[src/rtl/conv_tile_loader.sv]
//============================================================================
// Module      : conv_tile_loader
// Description : Assembles a raster stream of pixels into WIN x WIN tiles,
//               double-buffers them (working buffer + output stage) and
//               presents each tile together with a 3x3 filter word that only
//               changes at tile boundaries.
// Revision    : 1.0 - initial release
//============================================================================
`default_nettype none

module conv_tile_loader #(
    parameter int PIX_W = 2,
    parameter int WIN   = 5
) (
    input  logic                     clk,
    input  logic                     rst_n,
    input  logic [PIX_W-1:0]         px_data,
    input  logic                     px_valid,
    output logic                     px_ready,
    input  logic                     tile_abort,
    input  logic                     flt_we,
    input  logic [9*PIX_W-1:0]       flt_wdata,
    output logic [WIN*WIN*PIX_W-1:0] tile_out,
    output logic [9*PIX_W-1:0]       filter_out,
    output logic                     tile_valid,
    input  logic                     tile_ready,
    output logic [15:0]              tile_cnt
);

    localparam int N_PIX  = WIN * WIN;
    localparam int TILE_W = N_PIX * PIX_W;
    localparam int FLT_W  = 9 * PIX_W;
    localparam int CNT_W  = $clog2(N_PIX);
    localparam logic [CNT_W-1:0] LAST_PIX = CNT_W'(N_PIX - 1);

    typedef enum logic [0:0] {
        FLT_NO_PEND = 1'b0,
        FLT_PEND    = 1'b1
    } flt_state_t;

    // Working buffer
    logic [TILE_W-1:0] r_wbuf;
    logic [CNT_W-1:0]  r_wcnt;
    logic              r_wfull;

    // Output stage
    logic [TILE_W-1:0] r_tile_out;
    logic [FLT_W-1:0]  r_filter_out;
    logic              r_tile_valid;
    logic [15:0]       r_tile_cnt;

    // Filter shadow
    logic [FLT_W-1:0]  r_shadow;
    flt_state_t        r_flt_state;

    logic              w_px_acc;
    logic              w_tile_done;
    logic              w_stage_free;
    logic              w_xfer;
    logic [TILE_W-1:0] w_wbuf_next;

    // Handshake and transfer decisions. The final pixel may go straight to
    // the output stage in the cycle it arrives, so a free stage never makes
    // px_ready drop and tile_valid follows pixel 24 by one cycle.
    always_comb begin
        w_px_acc     = px_valid && !r_wfull && !tile_abort;
        w_tile_done  = w_px_acc && (r_wcnt == LAST_PIX);
        w_stage_free = !r_tile_valid || tile_ready;
        w_xfer       = (r_wfull || w_tile_done) && w_stage_free && !tile_abort;
        w_wbuf_next  = r_wbuf;
        if (w_px_acc) begin
            w_wbuf_next[int'(r_wcnt)*PIX_W +: PIX_W] = px_data;
        end
    end

    assign px_ready   = !r_wfull;
    assign tile_out   = r_tile_out;
    assign filter_out = r_filter_out;
    assign tile_valid = r_tile_valid;
    assign tile_cnt   = r_tile_cnt;

    // Working buffer: pixel slot writes, fill count and full flag
    always_ff @(posedge clk or negedge rst_n) begin
        if (!rst_n) begin
            r_wbuf  <= '0;
            r_wcnt  <= '0;
            r_wfull <= 1'b0;
        end else if (tile_abort) begin
            r_wcnt  <= '0;
            r_wfull <= 1'b0;
        end else begin
            if (w_px_acc) begin
                r_wbuf <= w_wbuf_next;
                r_wcnt <= w_tile_done ? '0 : r_wcnt + 1'b1;
            end
            if (w_xfer) begin
                r_wfull <= 1'b0;
            end else if (w_tile_done) begin
                r_wfull <= 1'b1;
            end
        end
    end

    // Output stage: load on transfer, drop valid on a consume with no refill
    always_ff @(posedge clk or negedge rst_n) begin
        if (!rst_n) begin
            r_tile_out   <= '0;
            r_tile_valid <= 1'b0;
            r_tile_cnt   <= '0;
        end else begin
            if (w_xfer) begin
                r_tile_out   <= w_wbuf_next;
                r_tile_valid <= 1'b1;
            end else if (tile_ready) begin
                r_tile_valid <= 1'b0;
            end
            if (r_tile_valid && tile_ready) begin
                r_tile_cnt <= r_tile_cnt + 16'd1;
            end
        end
    end

    // Filter shadow and pending state; a pending filter is applied only with
    // a transfer, and a write in that same cycle stays pending for the next
    always_ff @(posedge clk or negedge rst_n) begin
        if (!rst_n) begin
            r_shadow     <= '0;
            r_filter_out <= '0;
            r_flt_state  <= FLT_NO_PEND;
        end else begin
            if (w_xfer && (r_flt_state == FLT_PEND)) begin
                r_filter_out <= r_shadow;
            end
            if (flt_we) begin
                r_shadow <= flt_wdata;
            end
            case (r_flt_state)
                FLT_NO_PEND: if (flt_we) r_flt_state <= FLT_PEND;
                FLT_PEND:    if (w_xfer && !flt_we) r_flt_state <= FLT_NO_PEND;
                default:     r_flt_state <= FLT_NO_PEND;
            endcase
        end
    end

endmodule

`default_nettype wire

[config.mk]
export PLATFORM = sky130hd
export DESIGN_NAME = conv_tile_loader
export DESIGN_NICKNAME = d
export VERILOG_FILES = /design/src/rtl/conv_tile_loader.sv
export SDC_FILE = /design/constraint.sdc
export NUM_CORES = 1
export LEC_CHECK = 0
export BUFFER_PORTS_ARGS = -buffer_cell sky130_fd_sc_hd__buf_2
export CORE_MARGIN = 5
export CORE_UTILIZATION = 35
export DETAILED_ROUTE_END_ITERATION = 10
export GPL_TIMING_DRIVEN = 0
export PLACE_DENSITY = 0.6
export SYNTH_ARGS = -nofsm -noshare
export SYNTH_HDL_FRONTEND = slang
export SYNTH_SLANG_ARGS = --single-unit
[constraint.sdc]
create_clock -name clk -period 7.7 [get_ports clk]
set_clock_uncertainty 0.05 [all_clocks]
set_input_delay 0.77 -clock clk [delete_from_list [all_inputs] [get_ports clk]]
set_output_delay 0.77 -clock clk [all_outputs]
set_load 0.02 [all_outputs]
---- Yosys cells after proc, flatten, opt, wreduce, memory -nomap -nowiden ----
Cells that the tools add are included.
storage, ports and cells
  register bits after elaboration ......... 160
  latch bits .............................. 0
  RAM bits ................................ 0
  memory bits (read-only) ................. 0
  logic and storage cells ................. 48
  memories ................................ 0
cells by class
  add/subtract/negate cells ............... 3
  $mul .................................... 0
  div/mod/pow operators ................... 0
  order comparisons ....................... 0
  equal/unequal tests ..................... 1
  shifts and indexed selects .............. 2
  multiplexer cells ....................... 13
  bitwise gates (word level) .............. 2
  reduce and logical (&&, ||, !) cells .... 18
operator list
  cell                                                                      number
  50-bit bitwise mux                                                        1
  50-bit 2-to-1 mux                                                         1
  2-bit by 33-bit variable shift with 50-bit output (first input constant)  1
  2-bit by 33-bit variable part select with 50-bit output                   1
  6-bit negation with 33-bit output                                         1
  16-bit by 1-bit adder with 16-bit output (second input constant)          1
  5-bit 2-to-1 mux                                                          3
  1-bit logical AND                                                         8
  1-bit 2-to-1 mux                                                          7
  5-bit by 1-bit adder with 5-bit output (second input constant)            1
  5-bit == test (second input constant)                                     1
  1-bit logical NOT                                                         4
  2-bit nonzero test                                                        2
  3-bit nonzero test                                                        1
  1-bit logical OR                                                          2
  1-bit NOT                                                                 2
  1-bit one-hot mux with 2 select lines                                     1
  2-bit AND reduction                                                       1

---- Depth between registers and ports, before layout ----
Gate-level depths: netlist (run 1).
  word-level depth ........................ 10
  depth in mapped cells ................... 11

---- Worst setup path before layout (run 1) ----
No wires, ideal clock.
  path kind ............................... flip-flop to flip-flop
  start ................................... reg r_wcnt[0]
  end ..................................... reg r_tile_out[44] (netlist: tile_out[44])
  library setup time ...................... 82 ps
  arrival ................................. 2727 ps
  data required time ...................... 7568 ps
  path slack .............................. 4841 ps
  cell stages (with the launch flop) ...... 11
  buffers on the path ..................... 3
  path through ............................ dfrtp_1 clkbuf_1 inv_1 ha_1 nor3b_1 ha_1 clkbuf_1 or4_4 buf_6 or3_1 a31oi_1
between the ends
  cells in the longest elaborated chain, start to end .. 5
RTL lines
  element                                                                    RTL line  source
  start, declared                                                            43        logic [CNT_W-1:0] r_wcnt;
  start signal, assigned                                                     94        r_wcnt <= w_tile_done ? '0 : r_wcnt + 1'b1;
  branches (longest 5 deep; another with 6-bit negation with 33-bit output)  n/a
  end signal, assigned                                                       112       r_tile_out <= w_wbuf_next;
  end, declared                                                              47        logic [TILE_W-1:0] r_tile_out;
Parallel ways; which one is timed is not known.
A chain may end at the register's enable or synchronous reset.

---- Worst setup path in the final report (run 1) ----
  start ................................... reg r_wcnt[0]
  end ..................................... reg r_tile_out[45] (netlist: tile_out[45])
The elaborated chain is that of the path after synthesis.

==> flow_summary.json, run 1 <==
{
  "grt_remaining_overflow": 0,
  "cts_inserted_buffers": 17,
  "ant_nets": 0,
  "cell_with_the_most_instances_after_synthesis": "dfrtp_1",
  "post-synth-top-area-fraction_pct": 59.52,
  "cp.arrival_ns": 3.75,
  "maximum_cell_stage_delay_along_the_critical_path_ns": 0.79,
  "fin_tns_setup_ns": 0,
  "place.detailed.instances": 900,
  "power.share.switching_pct": 22.24,
  "n_antenna_cell": 0,
  "p_leak_uw": 0.004231,
  "cts.path.max_buffers": 2,
  "dp.final_hpwl_um": 11480,
  "internal_power_uw": 1432,
  "final_critical_path_setup_slack_ns": 4.249,
  "first_pass_iters": 4,
  "cts-hold-fix-buffers": 0,
  "timing.final.hold_violations": 0,
  "cp-start-kind": "register",
  "share_seq_of_total_power_pct": 47.0,
  "wl_per_cell_um": 17.12,
  "netlist-cell-type-count": 44,
  "crit_path_max_fanout": 10,
  "headroom_to_the_max_slew_limit_pct": 37.39,
  "design.die.area_mm2": 0.02209,
  "clock_sink_count": 160,
  "antenna_violations_before_repair": 0,
  "area_growth_pct": 22.56,
  "timing_worst_setup_path_type": "register to register",
  "clock_transition_at_the_register_clock_pins_on_the_worst_setup_and_hold_paths_after_cts_ns": 0.06,
  "syn_nets": 560,
  "power.density_cell_area_mw_per_mm2": 223.4,
  "period_utilisation_layout_pct": 44.82,
  "rows": 50,
  "io_pins": 112,
  "setup_viol": 0,
  "worst_hold_slack_ns": 0.3352,
  "grt_pass1_wl_um": 25990,
  "post-place-ws_ns": 4.303,
  "postRouteWirelength_um": 15940,
  "routabilityCongestion": 0.8423,
  "number_of_synthesized_register_bits": 160,
  "route.detailed.vias_per_inst": 5.003,
  "netSwitchingPower_uw": 409.5,
  "final_nets": 689,
  "maxCapViolCount": 0,
  "post-route-drc-count": 0,
  "start_util_pct": 35.72,
  "synth_area_mm2": 0.006726,
  "gr-usage-all-layers_pct": 14.85,
  "synth-seq-area-share_pct": 59.52,
  "port-buffer-count": 109,
  "crit_path_end_kind": "register",
  "cts_root_buf": "clkbuf_16",
  "postSynthAreaPerCell_um2": 12.69,
  "vdd_drop_max_mv": 0.1443,
  "grt_setup_unrepaired": "false",
  "h_tree_depth": 4,
  "synth_async_sr_flop_share_pct": 100.0,
  "instances_no_fill": 931,
  "dieWidth_um": 148.6,
  "p_comb_share_pct": 5.1,
  "post_cts_setup_repair_buffer_count": 0,
  "first_global_vias": 4926,
  "final-max-slew-violation-count": 0,
  "cp_cell_sequence": "clkbuf_1 -> inv_1 -> ha_1 -> nor3b_1 -> ha_1 -> nor4b_2 -> nand3_1 -> or3_1 -> a31oi_1",
  "core-area_mm2": 0.01883,
  "layout-drive-gt1-share_pct": 38.00,
  "synth_top_area_cell": "dfrtp_1",
  "share_clk_of_total_power_pct": 47.9,
  "synth_flop_cell": "dfrtp_1",
  "vias": 4658,
  "crit_path_top_delay_cell": "nor4b_2",
  "critical-path-top-cell-by-count": "ha_1",
  "postCtsResizedCells": 0,
  "netlist_instances": 530,
  "timing.final.crit_period_ns": 3.451,
  "clock_tree_from_tritoncts": "yes",
  "maxClockFrequency_mhz": 289.8,
  "clock_insertion_delay_at_the_later_pin_of_the_skew_report_ns": 0.42,
  "synth_enable_flop_cells": 0,
  "ys.warnings.count": 0,
  "grt_start_max_net_pins": 85,
  "drt_first_iter_violations": 293,
  "ys_top_cells_by_area": "dfrtp_1 60%, mux2_2 16%, a31oi_1 3.2%",
  "worst-endpoint-required_ns": 8.00,
  "holdCritPathClass": "primary input to asynchronous set/reset pin",
  "worst-slew-pin-transition_ns": 0.9367,
  "die-height_um": 148.6,
  "run_status": "complete, no violations",
  "netlist_top_cells_count": "160 x dfrtp_1, 95 x mux2_2, 34 x a31oi_1, 34 x nand3_1, 27 x nand2_1"
}
-- sequential cells by signal (all words and copies together) (netlist names) --
register / flops
tile_cnt: 16
r_flt_state: 1
filter_out: 18
r_wfull: 1
r_shadow: 18
tile_out: 50
tile_valid: 1
r_wcnt: 5
r_wbuf: 50
-- power groups by stage --
stage | Sequential, uW | Combinational [uW] | Clock [uW]
after floorplan | 878 | 53.0 | 0
after global placement | 879 | 89.1 | 0
after detailed placement | 880 | 94.6 | 0
after CTS | 865 | 95.3 | 906
after global routing | 866 | 106 | 943
final | 865 | 93.6 | 883
-- stage by stage --
step                      instance area, um2  power, uW  utilization, %
after floorplan                         6726      930.6               -
after global placement                  7597      968.2           40.35
after detailed placement                7631      974.9           40.52
after CTS                               8244       1866           43.78
after global routing                    8244       1915           43.78
final                                   8244       1841           43.78
-- layout make-up --
cell class	instances	area, um2
inverter	8	30.03
fill	1746	10590
timing repair buffer	110	579.3
clock buffer	19	432.9
clock inverter	12	180.2
sequential	160	4004
multi-input combinational	331	2535
buffer	31	157.7
tap	260	325.3
-- logic make-up (layout without fill, tap and decap cells) --
group                    Yosys count  in the layout  synth area share [%]
multiplexers                     105            105                 17.58
XOR/XNOR                          17             17                 2.214
AND/OR/NAND/NOR                  143            143                 11.66
adder cells (fa/ha/maj)            4              4                0.7441
AO/OA/AOI/OAI                     62             62                 5.487
flip-flops                       160            160                 59.52
buffers and inverters             39            180                 2.790
-- layout by cell type (no fill, tap or decap), types with 5 or more instances in the layout --
cell type	instances
mux2_1	10
a31oi_1	34
clkbuf_1	17
nor2_1	22
clkbuf_16	17
inv_1	8
a21oi_1	5
xor2_1	5
nand3_1	34
dfrtp_1	160
xnor2_1	12
nor3_1	11
buf_2	117
nand2b_1	6
nand2_1	27
nand4_1	10
mux2_2	95
o21ai_0	18
nor4_1	5
-- per-layer routing --
metal  routed length, um  GRT usage (%)  vias to the layer above  part of all wire, %
li1                    -              -                     2164                    -
met1                7109          19.40                     2359                   45
met2                7848          24.66                      124                   49
met3                 863          4.174                       11                  5.4
met4                 119          3.372                        0                 0.75
met5                   0              0                        -                    0
-- final timing paths --
check / from / to / slack [ns] / cells after the start
worst min-delay path: rst_n / r_wbuf[10] / 0.34 / 1
min in group clk: tile_cnt[15] / tile_cnt[15] / 0.42 / 1
worst min register to register: tile_cnt[15] / tile_cnt[15] / 0.42 / 1
worst max-delay path: r_wcnt[0] / tile_out[45] / 4.25 / 9
worst max register to register: r_wcnt[0] / tile_out[45] / 4.25 / 9
max in group asynchronous: rst_n / tile_cnt[4] / 6.42 / 2
-- worst max-delay path, delay by kind of cell, from the launching register on --
family / cells / cell delay [ns]
AO/OA/AOI/OAI: 1 / 0.17
AND/OR/NAND/NOR: 4 / 1.69
buffers and inverters: 2 / 0.43
adder cells (fa/ha/maj): 2 / 0.60
flip-flops: 1 / 0.45
Note: power is estimated with default switching activity, not from simulation.
==> run 2: changes to the inputs <==
==> constraint.sdc (replaced) <==
create_clock -name clk -period 3.6 [get_ports clk]
set_clock_uncertainty 0.05 [all_clocks]
set_input_delay 0.36 -clock clk [delete_from_list [all_inputs] [get_ports clk]]
set_output_delay 0.36 -clock clk [all_outputs]
set_load 0.02 [all_outputs]
==> run 2 against run 1 <==
  * Global-route usage barely moved
  * Sequential power rose by 110%
  * First-iteration DRC count is 0.34% higher
  * Design area grew 0.23%
  * Critical path depth up 1
  * Largest power group unchanged
  * Highest routed layer unchanged
==> flow_summary.json, run 2 (synthesis results as in run 1) <==
{
  "run_status": "complete, no violations",
  "layout-drive-gt1-share_pct": 37.95,
  "maximum_cell_stage_delay_along_the_critical_path_ns": 0.46,
  "cts_root_buf": "clkbuf_16",
  "core-area_mm2": 0.01883,
  "dieWidth_um": 148.6,
  "timing.final.crit_period_ns": 3.243,
  "cp.arrival_ns": 3.54,
  "multiInputGateArea_mm2": 0.002544,
  "area_growth_pct": 22.84,
  "crit_path_end_kind": "register",
  "post_cts_setup_repair_buffer_count": 0,
  "wl_per_cell_um": 17.14,
  "start_util_pct": 35.72,
  "grt_start_max_net_pins": 85,
  "grt_remaining_overflow": 0,
  "postRouteWirelength_um": 15980,
  "r2r_setup_slack_ns": 0.36,
  "rows": 50,
  "port-buffer-count": 109,
  "netSwitchingPower_uw": 879.1,
  "route.detailed.vias_per_inst": 5.026,
  "maxCapViolCount": 0,
  "vias": 4684,
  "final-max-slew-violation-count": 0,
  "fin_util_pct": 43.88,
  "headroom_to_the_max_slew_limit_pct": 48.27,
  "share_clk_of_total_power_pct": 47.9,
  "layout.cells.most_common_list": "160 x dfrtp_1, 117 x buf_2, 95 x mux2_2",
  "io_pins": 112,
  "crit_path_top_delay_cell": "dfrtp_1",
  "design.die.area_mm2": 0.02209,
  "worst-endpoint-required_ns": 3.89,
  "clock_tree_from_tritoncts": "yes",
  "clock_insertion_delay_at_the_later_pin_of_the_skew_report_ns": 0.43,
  "maxClockFrequency_mhz": 308.3,
  "dp.final_hpwl_um": 11480,
  "timing.final.hold_violations": 0,
  "post-route-drc-count": 0,
  "share_seq_of_total_power_pct": 46.9,
  "cts_inserted_buffers": 17,
  "grt_pass1_wl_um": 26010,
  "first_pass_iters": 4,
  "crit_path_max_fanout": 10,
  "die-height_um": 148.6,
  "period_utilisation_layout_pct": 90.09,
  "ff_latch_area_mm2": 0.004004,
  "gr-usage-all-layers_pct": 14.85,
  "holdCritPathClass": "primary input to register",
  "clock_transition_at_the_register_clock_pins_on_the_worst_setup_and_hold_paths_after_cts_ns": 0.06,
  "p_leak_uw": 0.004240,
  "routabilityCongestion": 0.8423,
  "vdd_drop_max_mv": 0.3102,
  "power.density_cell_area_mw_per_mm2": 477.2,
  "final_nets": 690,
  "power.share.switching_pct": 22.30,
  "ant_nets": 0,
  "grt_setup_unrepaired": "false",
  "drt_first_iter_violations": 294,
  "antenna_violations_before_repair": 0,
  "setup_viol": 0,
  "worst-slew-pin-transition_ns": 0.7689,
  "cp-start-kind": "register",
  "timing_worst_setup_path_type": "register to register",
  "clock_sink_count": 160,
  "most_common_cell_after_layout_fill_and_taps_aside": "dfrtp_1",
  "cp_cell_sequence": "clkbuf_1 -> inv_1 -> ha_1 -> nor3b_1 -> ha_1 -> nor4bb_1 -> buf_1 -> nand3_1 -> or3_1 -> a31oi_1",
  "cts.path.max_buffers": 2,
  "fill_cells": 1745,
  "worst_hold_slack_ns": 0.1203,
  "total_power_uw": 3943,
  "first_global_vias": 4929,
  "h_tree_depth": 4,
  "p_comb_share_pct": 5.1,
  "n_antenna_cell": 0,
  "internal_power_uw": 3064,
  "critical-path-top-cell-by-count": "ha_1"
}
run 2: cell types whose count changed in the layout (fill, tap and decap cells not counted):
cell           previous run  this run
nor4b_4                   0         1
dlygate4sd3_1             0         1
nor4b_2                   2         1
run 2: worst max-delay path, delay by kind of cell (launching register included):
| family | cells | cell delay (ns) |
|---|---|---|
| AND/OR/NAND/NOR | 4 | 0.99 |
| AO/OA/AOI/OAI | 1 | 0.18 |
| flip-flops | 1 | 0.46 |
| adder cells (fa/ha/maj) | 2 | 0.64 |
| buffers and inverters | 3 | 0.85 |
run 2: routing by layer:
layer  wire [um]  vias up  global-route usage, %
li1            -     2166                      -
met1        7244     2386                  19.42
met2        7811      120                  24.66
met3         799       12                  4.174
met4         120        0                  3.372
met5           0        -                      0
run 2: power by group through the flow:
| stage | Clock (uW) | Combinational [uW] | Sequential (uW) |
|---|---|---|---|
| global placement | 0 | 191 | 1880 |
| finish | 1890 | 203 | 1850 |
| CTS | 1940 | 205 | 1850 |
| detailed placement | 0 | 202 | 1880 |
| global route | 2020 | 230 | 1850 |
| floorplan | 0 | 113 | 1880 |
run 2: area by class of cell:
cell class	instances	area share, %
multi-input cells	331	30.78
flip-flops and latches	160	48.46
clock inverters	12	2.181
well taps	260	3.937
repair buffers	111	7.132
inverters	8	0.3634
plain buffers	31	1.908
clock buffers	19	5.239
run 2: per-stage QoR:
step	std cells	setup slack, ns	setup TNS (ns)	instance area (um2)
after global routing	932	0.1189	0	8263
after floorplan	530	0.7406	0	6726
after detailed placement	900	0.2032	0	7631
after global placement	899	-0.1044	-13.46	7597
final	932	0.3567	0	8263
after CTS	932	0.1829	0	8254
run 2: timing repair:
| action | CTS | global route |
|---|---|---|
| endpoints found under the setup margin | 0 | 4 |
| endpoints found under the hold margin | 76 | 0 |
| resized for setup | 0 | 1 |
| hold buffers | 1 | 0 |
run 2: worst paths after layout:
check | startpoint | end | cells past startpoint
max in group asynchronous | rst_n | tile_cnt[4] | 3
setup / recovery | r_wcnt[0] | tile_out[12] | 10
hold reg to reg | tile_cnt[15] | tile_cnt[15] | 1
hold / removal | flt_wdata[12] | r_shadow[12] | 2
setup reg to reg | r_wcnt[0] | tile_out[12] | 10
min in group asynchronous | rst_n | r_wbuf[10] | 2
